--- config.mk ---
export PLATFORM = sky130hd
export DESIGN_NAME = mem_arbiter
export DESIGN_NICKNAME = d
export VERILOG_FILES = /design/src/rtl/mem_arbiter.sv
export SDC_FILE = /design/constraint.sdc
export NUM_CORES = 1
export LEC_CHECK = 0
export ABC_AREA = 1
export CAP_MARGIN = 0
export CELL_PAD_IN_SITES_DETAIL_PLACEMENT = 0
export CELL_PAD_IN_SITES_GLOBAL_PLACEMENT = 1
export CORE_ASPECT_RATIO = 0.6
export CORE_UTILIZATION = 20
export CTS_CLUSTER_SIZE = 20
export DETAILED_ROUTE_END_ITERATION = 10
export HOLD_SLACK_MARGIN = 0.03
export PLACE_DENSITY = 0.88
export SLEW_MARGIN = 30
export SYNTH_ARGS = -nofsm -noshare
export SYNTH_HDL_FRONTEND = slang
export SYNTH_SLANG_ARGS = --single-unit
--- constraint.sdc ---
create_clock -name clock -period 5.3 [get_ports clock]
set_input_delay 0.53 -clock clock [delete_from_list [all_inputs] [get_ports clock]]
set_output_delay 0.53 -clock clock [all_outputs]
set_load 0.03 [all_outputs]
--- src/rtl/mem_arbiter.sv ---
// mem_arbiter: grants the single memory bus to the I-cache or D-cache and routes returning tags to their owner
module mem_arbiter #(
  parameter int XLEN         = 32,
  parameter int NUM_TAGS     = 16,
  parameter int STARVE_LIMIT = 4
) (
  input  logic                          clock,
  input  logic                          reset,
  input  logic [1:0]                    proc2Imem_command,
  input  logic [XLEN-1:0]               proc2Imem_addr,
  input  logic [1:0]                    proc2Dmem_command,
  input  logic [XLEN-1:0]               proc2Dmem_addr,
  input  logic [63:0]                   proc2Dmem_data,
  input  logic [$clog2(NUM_TAGS)-1:0]   mem2proc_response,
  input  logic [63:0]                   mem2proc_data,
  input  logic [$clog2(NUM_TAGS)-1:0]   mem2proc_tag,
  output logic [1:0]                    proc2mem_command,
  output logic [XLEN-1:0]               proc2mem_addr,
  output logic [63:0]                   proc2mem_data,
  output logic                          d_request,
  output logic [$clog2(NUM_TAGS)-1:0]   Imem2proc_response,
  output logic [$clog2(NUM_TAGS)-1:0]   Imem2proc_tag,
  output logic [63:0]                   Imem2proc_data,
  output logic [$clog2(NUM_TAGS)-1:0]   Dmem2proc_response,
  output logic [$clog2(NUM_TAGS)-1:0]   Dmem2proc_tag,
  output logic [63:0]                   Dmem2proc_data,
  output logic [$clog2(NUM_TAGS):0]     i_outstanding,
  output logic [$clog2(NUM_TAGS):0]     d_outstanding
);
  localparam int CW = $clog2(NUM_TAGS) + 1;
  localparam logic [1:0] BUS_NONE = 2'd0;
  localparam logic [1:0] BUS_LOAD = 2'd1;
  logic [2:0]          starve_cnt, starve_nx;
  logic [NUM_TAGS-1:0] valid, owner, valid_nx, owner_nx;
  logic [CW-1:0]       i_cnt_nx, d_cnt_nx;
  logic                i_idle, i_win, d_grant, i_grant, tag_live, alloc;
  assign i_idle   = proc2Imem_command == BUS_NONE;
  // a starved I-side load overrides the default D-side priority
  assign i_win    = starve_cnt >= 3'(STARVE_LIMIT) && proc2Imem_command == BUS_LOAD;
  assign d_grant  = !i_win && proc2Dmem_command != BUS_NONE;
  assign i_grant  = !d_grant && !i_idle;
  assign d_request = d_grant;
  assign proc2mem_command = d_grant ? proc2Dmem_command : i_grant ? proc2Imem_command : BUS_NONE;
  assign proc2mem_addr    = d_grant ? proc2Dmem_addr : i_grant ? proc2Imem_addr : '0;
  assign proc2mem_data    = d_grant ? proc2Dmem_data : '0;
  assign Imem2proc_response = mem2proc_response;
  assign Dmem2proc_response = d_grant ? mem2proc_response : '0;
  assign Imem2proc_data = mem2proc_data;
  assign Dmem2proc_data = mem2proc_data;
  // returning tags are routed by the table as it stood before this cycle's update
  assign tag_live      = mem2proc_tag != '0 && valid[mem2proc_tag];
  assign Imem2proc_tag = tag_live && !owner[mem2proc_tag] ? mem2proc_tag : '0;
  assign Dmem2proc_tag = tag_live && owner[mem2proc_tag] ? mem2proc_tag : '0;
  assign alloc = proc2mem_command == BUS_LOAD && mem2proc_response != '0;
  // aging: count I-side losses or rejections, clear on an accepted I grant, hold while idle
  assign starve_nx = i_idle ? starve_cnt :
                     (i_grant && mem2proc_response != '0) ? 3'd0 :
                     (starve_cnt == 3'd7) ? starve_cnt : starve_cnt + 3'd1;
  // next owner table: retire first so a same-tag allocate leaves the entry live with its new owner
  always_comb begin
    valid_nx = valid;
    owner_nx = owner;
    if (tag_live) valid_nx[mem2proc_tag] = 1'b0;
    if (alloc) begin
      valid_nx[mem2proc_response] = 1'b1;
      owner_nx[mem2proc_response] = d_grant;
    end
    i_cnt_nx = '0;
    d_cnt_nx = '0;
    for (int t = 0; t < NUM_TAGS; t++) begin
      i_cnt_nx = i_cnt_nx + CW'(valid_nx[t] & ~owner_nx[t]);
      d_cnt_nx = d_cnt_nx + CW'(valid_nx[t] & owner_nx[t]);
    end
  end
  // table, aging counter and outstanding counts; reset drops every outstanding tag
  always_ff @(posedge clock or negedge reset) begin
    if (!reset) begin
      valid         <= '0;
      owner         <= '0;
      starve_cnt    <= '0;
      i_outstanding <= '0;
      d_outstanding <= '0;
    end else begin
      valid         <= valid_nx;
      owner         <= owner_nx;
      starve_cnt    <= starve_nx;
      i_outstanding <= i_cnt_nx;
      d_outstanding <= d_cnt_nx;
    end
  end
endmodule

# Word level (Yosys, flattened, before mapping)
# Cells that the tools add are included.
[totals]
wordCells = 138
regBits = 45
input_bits = 206
out_inout_bits = 253
[classes]
n_bitwise = 52
n_mux = 22
n_eq_ne = 4
n_lt_le_gt_ge = 5
add_sub_neg = 31
reduce_logical = 19
[ops]
columns = ["op", "n"]
rows = [
  ["$and 1x5->5", 16],
  ["$not 1->5", 16],
  ["$add 5x5->5", 15],
  ["$mux 32", 2],
  ["$mux 64", 1],
  ["$add 5x1->5", 11],
  ["$mux 16", 3],
  ["$and 1x1->1", 16],
  ["$and 16x16->16", 1],
  ["$bwmux 16", 1],
  ["$not 16->16", 1],
  ["$or 16x16->16", 1],
  ["$mux 4", 3],
  ["$logic_and 1x1->1", 10],
  ["$lt 4x5->1 const B", 2],
  ["$bmux 1 s4", 2],
  ["$demux 1 s4", 2],
  ["$ge 4x1->1 const B", 2],
  ["$reduce_bool 4->1", 2],
  ["$mux 3", 2],
  ["$add 4x1->5", 1],
  ["$add 3x1->4", 1],
  ["$eq 2x1->1 const B", 2],
  ["$logic_not 1->1", 4],
  ["other kinds (12)", 16],
]

# Logic depth before layout (Yosys ltp)
[logic_depth]
ltp_word = 28
mapped_depth = 24
ltp_nobuf = 22

# Least setup slack after synthesis
# Ideal clock, no wire load.
[synth_path]
path_kind = "input to register"
from = "input proc2Imem_command[1]"
to = "register i_outstanding[2]"
n_path_buf = 2
arrival_ns = 4.322
stages = 21
setup_slack_ns = 0.852
required_time_ns = 5.174
cell_sequence = "inv_1 -> nand3_1 -> nand2_1 -> nand2_1 -> o21ai_2 -> nand3_2 -> buf_6 -> buf_6 -> nand2_1 -> nand2_1 -> inv_1 -> nor2_1 -> fa_1 -> inv_1 -> fa_1 -> inv_1 -> fa_1 -> fa_1 -> ha_1 -> fa_1 -> xor2_1"
[synth_between]
elab_cells_between_ends = 62
cone_classes = "add/sub (15); eq/ne (2); mux (5); bitwise (32); reduce/logical (8)"
[synth_rtl]
columns = ["item", "line_no", "source"]
rows = [
  ["start, declared", "9", "input logic [1:0] proc2Imem_command,"],
  ["$eq 2x1->1", "39", "assign i_win = starve_cnt >= 3'(STARVE_LIMIT) && proc2Imem_command == BUS_LOAD;"],
  ["$logic_and 1x1->1", "39", ""],
  ["$logic_not 1->1", "40", "assign d_grant = !i_win && proc2Dmem_command != BUS_NONE;"],
  ["$logic_and 1x1->1", "40", ""],
  ["$logic_not 1->1", "41", "assign i_grant = !d_grant && !i_idle;"],
  ["$logic_and 1x1->1", "41", ""],
  ["$mux 2", "43", "assign proc2mem_command = d_grant ? proc2Dmem_command : i_grant ? proc2Imem_command : BUS_NONE;"],
  ["$mux 2 (*)", "43", ""],
  ["$eq 2x1->1 (*)", "54", "assign alloc = proc2mem_command == BUS_LOAD && mem2proc_response != '0;"],
  ["$logic_and 1x1->1 (*)", "54", ""],
  ["$mux 16 (*)", "64", "if (alloc) begin"],
  ["via valid_nx[13]", "34", "logic [NUM_TAGS-1:0] valid, owner, valid_nx, owner_nx;"],
  ["$and 1x5->5 (*)", "71", "i_cnt_nx = i_cnt_nx + CW'(valid_nx[t] & ~owner_nx[t]);"],
  ["$add 5x5->5 (*) (3 in series)", "71", ""],
  ["via i_cnt_nx[2]", "35", "logic [CW-1:0] i_cnt_nx, d_cnt_nx;"],
  ["end signal, assigned", "87", "i_outstanding <= i_cnt_nx;"],
  ["end, declared", "27", "output logic [$clog2(NUM_TAGS):0] i_outstanding,"],
]
# The timed path passes the listed nets; every way through them passes the cells marked *.
# A chain may end at the register's enable or synchronous reset.

# Worst setup path in the final report
[layout_path]
from = "input proc2Dmem_command[0]"
to = "register i_outstanding[2]"
[layout_between]
elab_cells_between_ends = 58
cone_classes = "add/sub (15); eq/ne (1); mux (5); bitwise (32); reduce/logical (5)"
[layout_rtl]
columns = ["item", "line_no", "source"]
rows = [
  ["start, declared", "11", "input logic [1:0] proc2Dmem_command,"],
  ["$reduce_bool 2->1", "40", ""],
  ["$logic_and 1x1->1", "40", ""],
  ["$logic_not 1->1", "41", ""],
  ["$logic_and 1x1->1", "41", ""],
  ["$mux 2 (2 in series)", "43", ""],
  ["$eq 2x1->1", "54", ""],
  ["$logic_and 1x1->1", "54", ""],
  ["$mux 16 (*)", "64", ""],
  ["via owner_nx[14]", "34", ""],
  ["$not 1->5 (*)", "71", ""],
  ["$and 1x5->5 (*)", "71", ""],
  ["$add 5x5->5 (*) (2 in series)", "71", ""],
  ["via i_cnt_nx[2]", "35", ""],
]
# Marks and branches as above.

==> flow_summary.json <==
{
  "status": "completed",
  "yosys-top-cells-area": "dfrtp_1 21%, buf_4 19%, nand2_1 13%",
  "tns_ns": 0,
  "die_height_um": 128,
  "wl_per_cell_um": 15.3,
  "post_cts_buffers": 0,
  "route.detailed.drc": 0,
  "finalHoldViolations": 0,
  "grt_pass1_vias": 5255,
  "ys_async_sr_fraction_pct": 100,
  "vdd_ir_drop_max_mv": 0.166,
  "ys_seq_elements": 45,
  "numClockSinks": 45,
  "synth_common_cells": "178 x nand2_1, 137 x buf_4, 137 x inv_1",
  "rsz0062_at_grt": "false",
  "netlist_instances": 793,
  "cap_violations": 0,
  "ys_warn_count": 0,
  "finalWirelength_um": 19800,
  "drtIter0Drc": 260,
  "finalPower_mw": 2.36,
  "synth_ff_type": "dfrtp_1",
  "path_delay_family": "adder cells",
  "vias": 5236,
  "cp_slowest_cell": "fa_1",
  "hpwl_um": 17000,
  "rows": 45,
  "die_area_um2": 27100,
  "cts_tree": "yes",
  "clockRootBuffer": "clkbuf_16",
  "crit_top_cell": "fa_1",
  "num-nets-final": 1184,
  "cp.required_ns": 5.48,
  "rr_worst_depth": 16,
  "drive_gt1_share_pct": 7.19,
  "grtUsageTotal_pct": 14.9,
  "end_kind": "flip-flop",
  "num_antenna_cells": 0,
  "path_cells": "clkdlybuf4s50_1 -> inv_2 -> nand2_1 -> nand2_2 -> o21ai_2 -> nand3_2 -> buf_4 -> o21ai_1 -> nor2_1 -> fa_1 -> inv_1 -> fa_1 -> inv_1 -> fa_1 -> fa_1 -> ha_1 -> fa_1 -> xor2_1",
  "tightestPinTransition_ns": 0.929,
  "grt-ovfl-total": 0,
  "worstHoldPathType": "in2async",
  "start_util_pct": 20.6,
  "fp.dieW_um": 212,
  "htree_levels": 2,
  "whs_ns": 0.235,
  "ff2ff_setup_slack_ns": 0.65,
  "max_stage_delay_ns": 0.52,
  "antenna_found_initial": 0,
  "synth_nets": 1032,
  "port_buffers": 266,
  "yosys.area.top_type": "dfrtp_1",
  "r2r-end": "i_outstanding[2]",
  "stdcell_area_um2": 7720,
  "finClkSkew_ns": 0.0100,
  "synth_most_common_cell": "nand2_1",
  "cts_made_buffers": 5,
  "critical_path.startpoint": "proc2Dmem_command[0]",
  "grt_max_degree": 46,
  "relSlewSlack_pct": 37.7,
  "via_per_inst": 4.03,
  "critPathBufInv": 5,
  "ys_seq_area_share_pct": 21.3,
  "fin_crit_ns": 4.97,
  "cts_buffer_depth": 2,
  "min_period_over_period_pct": 93.8,
  "critPathMaxFanout": 13,
  "synth_edf_count": 0,
  "insertion_delay_ns": 0.30,
  "place_area_um2": 7540,
  "ant_nets": 0,
  "arrival_ns": 5.15,
  "power_density_nw_per_um2": 306,
  "core-area_um2": 25600,
  "avgSynthCellArea_um2": 6.67,
  "synthDistinctLibCells": 27,
  "num_io_pins": 459,
  "synth_top_area_share_pct": 21.3,
  "fmax_mhz": 201,
  "area_delta_synth_final_pct": 46.0,
  "syn_area_um2": 5290,
  "finalSetupViolCount": 0,
  "r2r-start": "starve_cnt[2]",
  "gp_congestion": 0.915,
  "firstDrtPassIters": 5,
  "clk_pin_slew_ns": 0.07,
  "slew_violations": 0,
  "power.static_leakage_nw": 3.87,
  "grt_pass1_wl_um": 30200,
  "critPathLaunchType": "input port",
  "path_class": "in2reg"
}
==> routing by layer <==
metal	vias up	GRT usage, %	part of all wire (%)	wire length (um)
met5	-	2.18	0.40	79
met4	2	2.77	1.2	238
met3	13	8.35	15	2920
met2	367	21.5	40	8010
met1	2283	19.1	43	8590
li1	2571	-	-	-
==> worst max-delay path by stage <==
stage / endpoint / slack [ns] / depth (start not counted)
2_1_floorplan: i_outstanding[2] / 0.85 / 21
3_3_place_gp: i_outstanding[2] / 0.08 / 18
3_5_place_dp: i_outstanding[2] / 0.0006 / 18
4_1_cts: i_outstanding[2] / 0.32 / 18
5_1_grt: d_outstanding[4] / 0.03 / 20
6_report: i_outstanding[2] / 0.33 / 18
==> what timing repair did <==
action | CTS | global route
gates resized for setup | 0 | 2
endpoints found under the setup margin | 0 | 2
hold buffers | 0 | 0
==> flip-flops by register name, indices dropped and copies added, names as in the netlist <==
signal / count
d_outstanding: 5
i_outstanding: 5
owner: 16
starve_cnt: 3
valid: 16
==> kinds of logic (layout without fill, tap and decap cells) <==
kind of cell    count (synthesis)  count (layout)  share of synthesized area (%)
xor+xnor                        5               5                          0.828
simple gates                  321             321                           24.0
compound gates                 81              81                           10.5
buf+inv                       306             459                           32.3
flops                          45              45                           21.3
fa+ha+maj                      33              33                           10.6
mux                             2               2                          0.426
==> through the flow <==
step | utilization (%) | setup slack, ns | std cells
floorplan | - | 0.852 | 793
global placement | 29.4 | 0.0804 | 1290
detailed placement | 29.4 | 0.000648 | 1290
CTS | 30.1 | 0.320 | 1298
global route | 30.1 | 0.0321 | 1298
finish | 30.1 | 0.330 | 1298
==> cell type report <==
| class | instances | area, um^2 |
|---|---|---|
| inverters | 142 | 533 |
| multi-input cells | 442 | 2460 |
| flip-flops and latches | 45 | 1130 |
| well taps | 352 | 440 |
| clock inverters | 3 | 50.0 |
| fillers | 2724 | 17900 |
| clock buffers | 5 | 125 |
| repair buffers | 309 | 2980 |
==> placed cells by master, fill, tap and decap left out, drive strengths merged, types with 4 or more instances in the layout <==
master	synthesis	final
clkdlybuf4s50	0	265
nand2	178	178
inv	141	142
nor2	111	111
dfrtp	45	45
buf	159	44
a22o	32	32
o21ai	29	29
fa	20	20
a21oi	16	16
nand4	15	15
ha	13	13
nand3	13	13
clkbuf	5	5
xor2	4	4
==> power breakdown <==
group | switching (mW) | total (mW) | internal, mW
Clock | 0.154 | 0.381 | 0.227
Combinational | 0.833 | 1.45 | 0.616
Sequential | 0.0818 | 0.534 | 0.452
Total | 1.07 | 2.36 | 1.30
(Power assumes the default switching activity.)
